[src/rtl/nmk112_pkg.sv]
// nmk112_pkg: shared constants and FSM state type for the NMK112 PCM arbiter
package nmk112_pkg;
    localparam logic [10:0] TABLE_LIMIT = 11'h400;
    localparam int WIN_BITS = 2;
    localparam int BANK_W = 8;
    typedef enum logic {IDLE, WAIT} arb_state_t;
endpackage

[src/rtl/nmk112_xlate.sv]
// nmk112_xlate: per-chip window/bank translation with optional phoneme-table paging
module nmk112_xlate
    import nmk112_pkg::*;
#(
    parameter int AW_OKI = 18,
    parameter int AW_ROM = 22,
    parameter logic [AW_ROM-1:0] BASE = '0,
    parameter bit PAGED = 1'b0
) (
    input  logic [(1<<WIN_BITS)*BANK_W-1:0] banks,
    input  logic [AW_OKI-1:0] addr,
    output logic [AW_ROM-1:0] rom_addr
);
    logic [WIN_BITS-1:0] win;
    logic [BANK_W-1:0] bank;
    // low table addresses take their window from a[9:8] when paging is on
    always_comb begin
        win = (PAGED && addr < AW_OKI'(TABLE_LIMIT)) ? addr[9:8] : addr[AW_OKI-1 -: WIN_BITS];
        bank = banks[win*BANK_W +: BANK_W];
        rom_addr = BASE + AW_ROM'({bank, addr[15:0]});
    end
endmodule

[src/rtl/nmk112_pcm_arbiter.sv]
// nmk112_pcm_arbiter: NMK112 bank mapper with round-robin ROM arbitration and a one-entry hit cache per chip
module nmk112_pcm_arbiter
    import nmk112_pkg::*;
#(
    parameter int NCHIP = 2,
    parameter int AW_OKI = 18,
    parameter int AW_ROM = 22,
    parameter logic [AW_ROM-1:0] CHIP_STRIDE = 22'h100000,
    parameter logic [3:0] PAGE_MASK = 4'b0000
) (
    input  logic CLK,
    input  logic RESET_N,
    input  logic bank_we,
    input  logic [3:0] bank_sel,
    input  logic [7:0] bank_din,
    input  logic [NCHIP*AW_OKI-1:0] req_addr,
    output logic [NCHIP*8-1:0] req_data,
    output logic [NCHIP-1:0] req_ok,
    output logic rom_cs,
    output logic [AW_ROM-1:0] rom_addr,
    input  logic [7:0] rom_data,
    input  logic rom_ok
);
    localparam int CW = (NCHIP > 1) ? $clog2(NCHIP) : 1;
    localparam int NWIN = 1 << WIN_BITS;

    logic [NCHIP-1:0][NWIN*BANK_W-1:0] bank;
    logic [NCHIP-1:0][AW_OKI-1:0] ra, lat;
    logic [NCHIP-1:0][AW_ROM-1:0] xa;
    logic [NCHIP-1:0][7:0] data;
    logic [NCHIP-1:0] valid, wr_chip;
    arb_state_t state, state_n;
    logic [CW-1:0] cur, ptr, pick, idx, ptr_nxt;
    logic [AW_OKI-1:0] cap;
    logic found, first, abrt, abort_now, done;

    assign ra = req_addr;
    assign req_data = data;

    for (genvar k = 0; k < NCHIP; k++) begin : g_chip
        nmk112_xlate #(
            .AW_OKI(AW_OKI),
            .AW_ROM(AW_ROM),
            .BASE(AW_ROM'(k * CHIP_STRIDE)),
            .PAGED(PAGE_MASK[k])
        ) u_xlate (
            .banks(bank[k]),
            .addr(ra[k]),
            .rom_addr(xa[k])
        );
        assign req_ok[k] = valid[k] && ra[k] == lat[k];
        assign wr_chip[k] = bank_we && bank_sel[3:2] == 2'(k);
    end

    // round-robin search from ptr for the first chip whose cache misses
    always_comb begin
        found = 1'b0;
        pick = ptr;
        idx = '0;
        for (int i = NCHIP - 1; i >= 0; i--) begin
            idx = CW'((int'(ptr) + i) % NCHIP);
            if (!req_ok[idx]) begin
                found = 1'b1;
                pick = idx;
            end
        end
    end

    // next state: leave IDLE on any miss, leave WAIT on a rom_ok past the stale first cycle
    always_comb begin
        abort_now = ra[cur] != cap || wr_chip[cur];
        done = state == WAIT && !first && rom_ok;
        ptr_nxt = (cur == CW'(NCHIP - 1)) ? '0 : cur + 1'b1;
        state_n = (state == IDLE) ? (found ? WAIT : IDLE) : (done ? IDLE : WAIT);
    end

    // FSM state register
    always_ff @(posedge CLK or negedge RESET_N) begin
        if (!RESET_N) state <= IDLE;
        else state <= state_n;
    end

    // bank file, reset to the linear mapping; writes to absent chips fall through
    always_ff @(posedge CLK or negedge RESET_N) begin
        if (!RESET_N) begin
            for (int k = 0; k < NCHIP; k++)
                for (int w = 0; w < NWIN; w++)
                    bank[k][w*BANK_W +: BANK_W] <= BANK_W'(w);
        end else begin
            for (int k = 0; k < NCHIP; k++)
                if (wr_chip[k]) bank[k][bank_sel[1:0]*BANK_W +: BANK_W] <= bank_din;
        end
    end

    // fetch bookkeeping and cache fill; a bank write to a chip always beats its fill
    always_ff @(posedge CLK or negedge RESET_N) begin
        if (!RESET_N) begin
            cur <= '0;
            ptr <= '0;
            cap <= '0;
            first <= 1'b0;
            abrt <= 1'b0;
            rom_cs <= 1'b0;
            rom_addr <= '0;
            valid <= '0;
            lat <= '0;
            data <= '0;
        end else begin
            if (state == IDLE && found) begin
                cur <= pick;
                cap <= ra[pick];
                rom_addr <= xa[pick];
                rom_cs <= 1'b1;
                first <= 1'b1;
                abrt <= wr_chip[pick];
                valid[pick] <= 1'b0;
            end
            if (state == WAIT) begin
                first <= 1'b0;
                abrt <= abrt || abort_now;
                if (done) begin
                    rom_cs <= 1'b0;
                    ptr <= ptr_nxt;
                    if (!(abrt || abort_now)) begin
                        data[cur] <= rom_data;
                        lat[cur] <= cap;
                        valid[cur] <= 1'b1;
                    end
                end
            end
            for (int k = 0; k < NCHIP; k++)
                if (wr_chip[k]) valid[k] <= 1'b0;
        end
    end
endmodule
[config.mk]
export PLATFORM = sky130hd
export DESIGN_NAME = nmk112_pcm_arbiter
export DESIGN_NICKNAME = d
export VERILOG_FILES = /design/src/rtl/nmk112_pkg.sv /design/src/rtl/nmk112_xlate.sv /design/src/rtl/nmk112_pcm_arbiter.sv
export SDC_FILE = /design/constraint.sdc
export NUM_CORES = 1
export LEC_CHECK = 0
export BUFFER_PORTS_ARGS = -buffer_cell sky130_fd_sc_hd__buf_2
export CAP_MARGIN = 20
export CORE_MARGIN = 2
export CORE_UTILIZATION = 55
export DETAILED_ROUTE_END_ITERATION = 10
export PLACE_DENSITY_LB_ADDON = 0.3
export SYNTH_ARGS = -nofsm -noshare
export SYNTH_HDL_FRONTEND = slang
export SYNTH_SLANG_ARGS = --single-unit
[constraint.sdc]
create_clock -name CLK -period 6.8 [get_ports CLK]
set_input_delay 0 -clock CLK [delete_from_list [all_inputs] [get_ports CLK]]
set_output_delay 0 -clock CLK [all_outputs]
set_load 0.01 [all_outputs]
==> qor.yml <==
cts:
  cts.clk_slew.worst_paths_ns: 0.06
  cts_buffer_depth: 2
  postCtsResizedCells: 0
  ctsHoldBuffers: 31
  cts_setup_buffers: 0
  clock_latency_ns: 0.42
  clockRootBuffer: "clkbuf_16"
  cts_tree: "yes"
  cts_buffers: 17
  cts_htree_levels: 4
  cts.sinks: 132
final_layout:
  diodes: 0
  final_area_sq_um: 8020
  nFillCells: 873
  syn_to_final_growth_pct: 20.7
  drive_gt1_frac: 0.272
  final_util: 0.674
  fin_nets: 754
routing:
  vias: 5078
  ant_nets: 0
  drtIter0Drc: 338
  wire_per_inst_um: 19.9
  post-route-drc-count: 0
  vias_per_cell: 5.97
  wl_um: 16900
  dr.pass1.iters: 4
synthesis:
  synthesis.area_sq_um: 6650
  synth_top_family_by_area: "multiplexers"
  synth-compound-area-share: 0.0938
  synth_seq_cells: 132
  synth_top_area_frac: 0.467
  ys_seq_area_frac: 0.498
  yosysUniqueCellTypes: 43
  avgSynthCellArea_sq_um: 11.5
  synth_xor_area_frac: 0.0738
  syn_inst: 579
  synthMuxAreaShare: 0.151
  synth.area.top_cells: "dfrtp_1, xnor2_1, mux2_2, nand2_1, mux4_2"
  yosys.area_share.simple: 0.128
  synth_area_leader_cell: "dfrtp_1"
  synth_fa_ha_area_frac: 0.00753
  syn_nets: 643
  ys_warn_count: 0
power_and_ir_drop:
  switching_share: 0.288
  intPower_mw: 1.66
  p_sw_uw: 670
  vdd_drop_max_mv: 0.165
  leakage_nw: 3.77
  clkPwrFrac: 0.386
  power_density_nw_per_um2: 290
  p_seq_frac: 0.415
  p_comb_frac: 0.199
worst_setup_path:
  crit_type: "register to register"
  critPathCapture: "req_data[9]$_DFFE_PN0P_"
  r2r.worst_path.cells: 8
  worst_setup_path_start_kind: "register"
  reg2reg_to: "req_data[9]$_DFFE_PN0P_"
  required_ns: 7.10
  r2r_start: "cur$_DFFE_PN0N_"
  endpoint_kind: "register"
  worst_ep_arrival_time_ns: 3.76
  cp_max_fo: 20
  crit_start: "cur$_DFFE_PN0N_"
  timing.reg2reg.setup_slack_ns: 3.34
sta:
  fin_crit_ns: 3.46
  fin_crit_sh: 0.510
  holdWs_ns: 0.0378
  hold_viol_final: 0
  setup_viol: 0
  fin_worst_skew_ns: 0.00689
  relSlewSlack: 0.305
  rsz0062_at_grt: "no"
  fin_tns_setup_ns: 0
  tightest_slew_ns: 1.03
  max_freq_mhz: 289
  slew_violations: 0
grt:
  grt_pass1_wl_um: 26900
  grt_usage: 0.271
  grt_pass1_vias: 5250
  gr-usage-met2: 0.475
  grt_max_degree: 87
  grt_overflow: 0
  grt.met1_usage: 0.330
  grt_use_met3: 0.0489
  antenna_found_initial: 0
  top_usage_layer: "met2"
floorplanning:
  die_area_sq_um: 13000
  coreArea_sq_um: 11900
  fp.dieW_um: 114
  die_h_um: 114
  start_util: 0.558
  io_pins: 101
  fp-row-count: 40
place:
  placed_area_sq_um: 7100
  dp_hpwl_um: 11600
  io_buffers: 98
  gp_routability_congestion: 0.866
worst_hold_path:
  hp-class: "input pin to register"
outcome:
  outcome: "finished, final reports clean"
job:
  cap_violations: 0
[how the worst min path moves through the flow]
stage	startpoint	end	slack, ns	cells after the start
after detailed placement	RESET_N	cap[10]$_DFFE_PN0N_	0.05	1
after CTS	rom_ok	state$_DFF_PN0_	0.03	3
final	rom_ok	state$_DFF_PN0_	0.04	3
after global placement	RESET_N	cap[10]$_DFFE_PN0N_	0.04	1
after floorplan	RESET_N	abrt$_DFFE_PN0P_	-0.30	0
after global routing	rom_ok	state$_DFF_PN0_	0.04	3
[stage by stage]
| stage | total power [mW] | std cells | setup WS [ns] |
|---|---|---|---|
| 6_report | 2.33 | 850 | 3.34 |
| 5_1_grt | 2.42 | 850 | 3.20 |
| 4_1_cts | 2.33 | 847 | 3.38 |
| 3_5_place_dp | 1.42 | 784 | 3.36 |
| 3_3_place_gp | 1.40 | 784 | 3.44 |
| 2_1_floorplan | 1.29 | 579 | 4.39 |
[sequential cells by signal, summed over array words and instances (netlist names)]
register and cells:
bank 48, lat 36, cap 18, req_data 16
rom_addr 6, valid 2, abrt 1, cur 1
first 1, ptr 1, rom_cs 1, state 1
[placed cells by master, fill, tap and decap left out, types with 15 or more instances in the layout]
cell,Yosys,layout
mux2_1,19,19
nand2_1,83,83
dlygate4sd3_1,0,31
nor4b_1,17,17
mux2i_1,15,15
xnor2_1,45,45
o21ai_0,52,52
buf_2,8,98
dfrtp_1,124,124
a221o_1,25,25
clkbuf_16,0,17
mux2_2,33,33
[routing by layer]
metal,vias to the layer above,routed length [um]
met3,48,779
met4,0,488
met5,-,0
met2,184,8750
li1,2307,-
met1,2539,6930
[power groups by stage]
stage,clock (mW),combinational [mW],sequential [mW]
floorplan,0,0.337,0.948
global placement,0,0.434,0.966
detailed placement,0,0.445,0.975
CTS,0.902,0.462,0.963
global route,0.936,0.502,0.976
finish,0.900,0.463,0.966
[area by class of cell]
type,instances,area (sq um),area share
sequential,132,3310,0.413
inverter,11,41.3,0.00515
clock inverter,4,70.1,0.00873
timing repair buffer,138,888,0.111
multi-input combinational,390,3020,0.376
tap,147,184,0.0229
clock buffer,28,507,0.0632
[critical path, stage by stage (launching register included)]
cell,delay [ns]
dfrtp_1,0.33
buf_4,0.32
mux2i_1,0.27
xnor2_1,0.10
nor4_1,0.45
nand3_1,0.32
nor4_4,0.72
buf_4,0.42
mux2_2,0.38
[synthesized netlist by cell type]
cell       number
dfstp_2         8
and2_1          4
a21o_1          1
mux2_1         19
o21a_1          3
clkbuf_1       17
mux2i_1        15
nor3_1          7
xor2_1         11
or4_1           2
o2111ai_1       1
mux2_2         33
o21bai_1        1
nand4b_1        2
or2_2           1
nor4_1          8
xnor2_1        45
a2111oi_2       1
nand2_1        83
inv_1          11
a21oi_1         4
a221o_1        25
a41o_1          1
and3_1          7
nor2_1          4
o21ai_2         1
a31oi_1         2
nor4b_1        17
buf_2           8
nand2b_1        1
dfrtp_1       124
or3b_2          1
o21ai_0        52
nor3b_1         3
nand4_1        14
buf_4          18
and3b_1         1
buf_6           3
nor4_4          1
mux4_2         12
nand3_1         2
nor3_4          1
ha_1            4
[cell families after synthesis]
group | Yosys count
adder cells (fa/ha/maj) | 4
XOR/XNOR | 56
multiplexers | 79
AO/OA/AOI/OAI | 92
AND/OR/NAND/NOR | 159
buffers and inverters | 57
flip-flops | 132
Note: power is estimated with default switching activity, not from simulation.
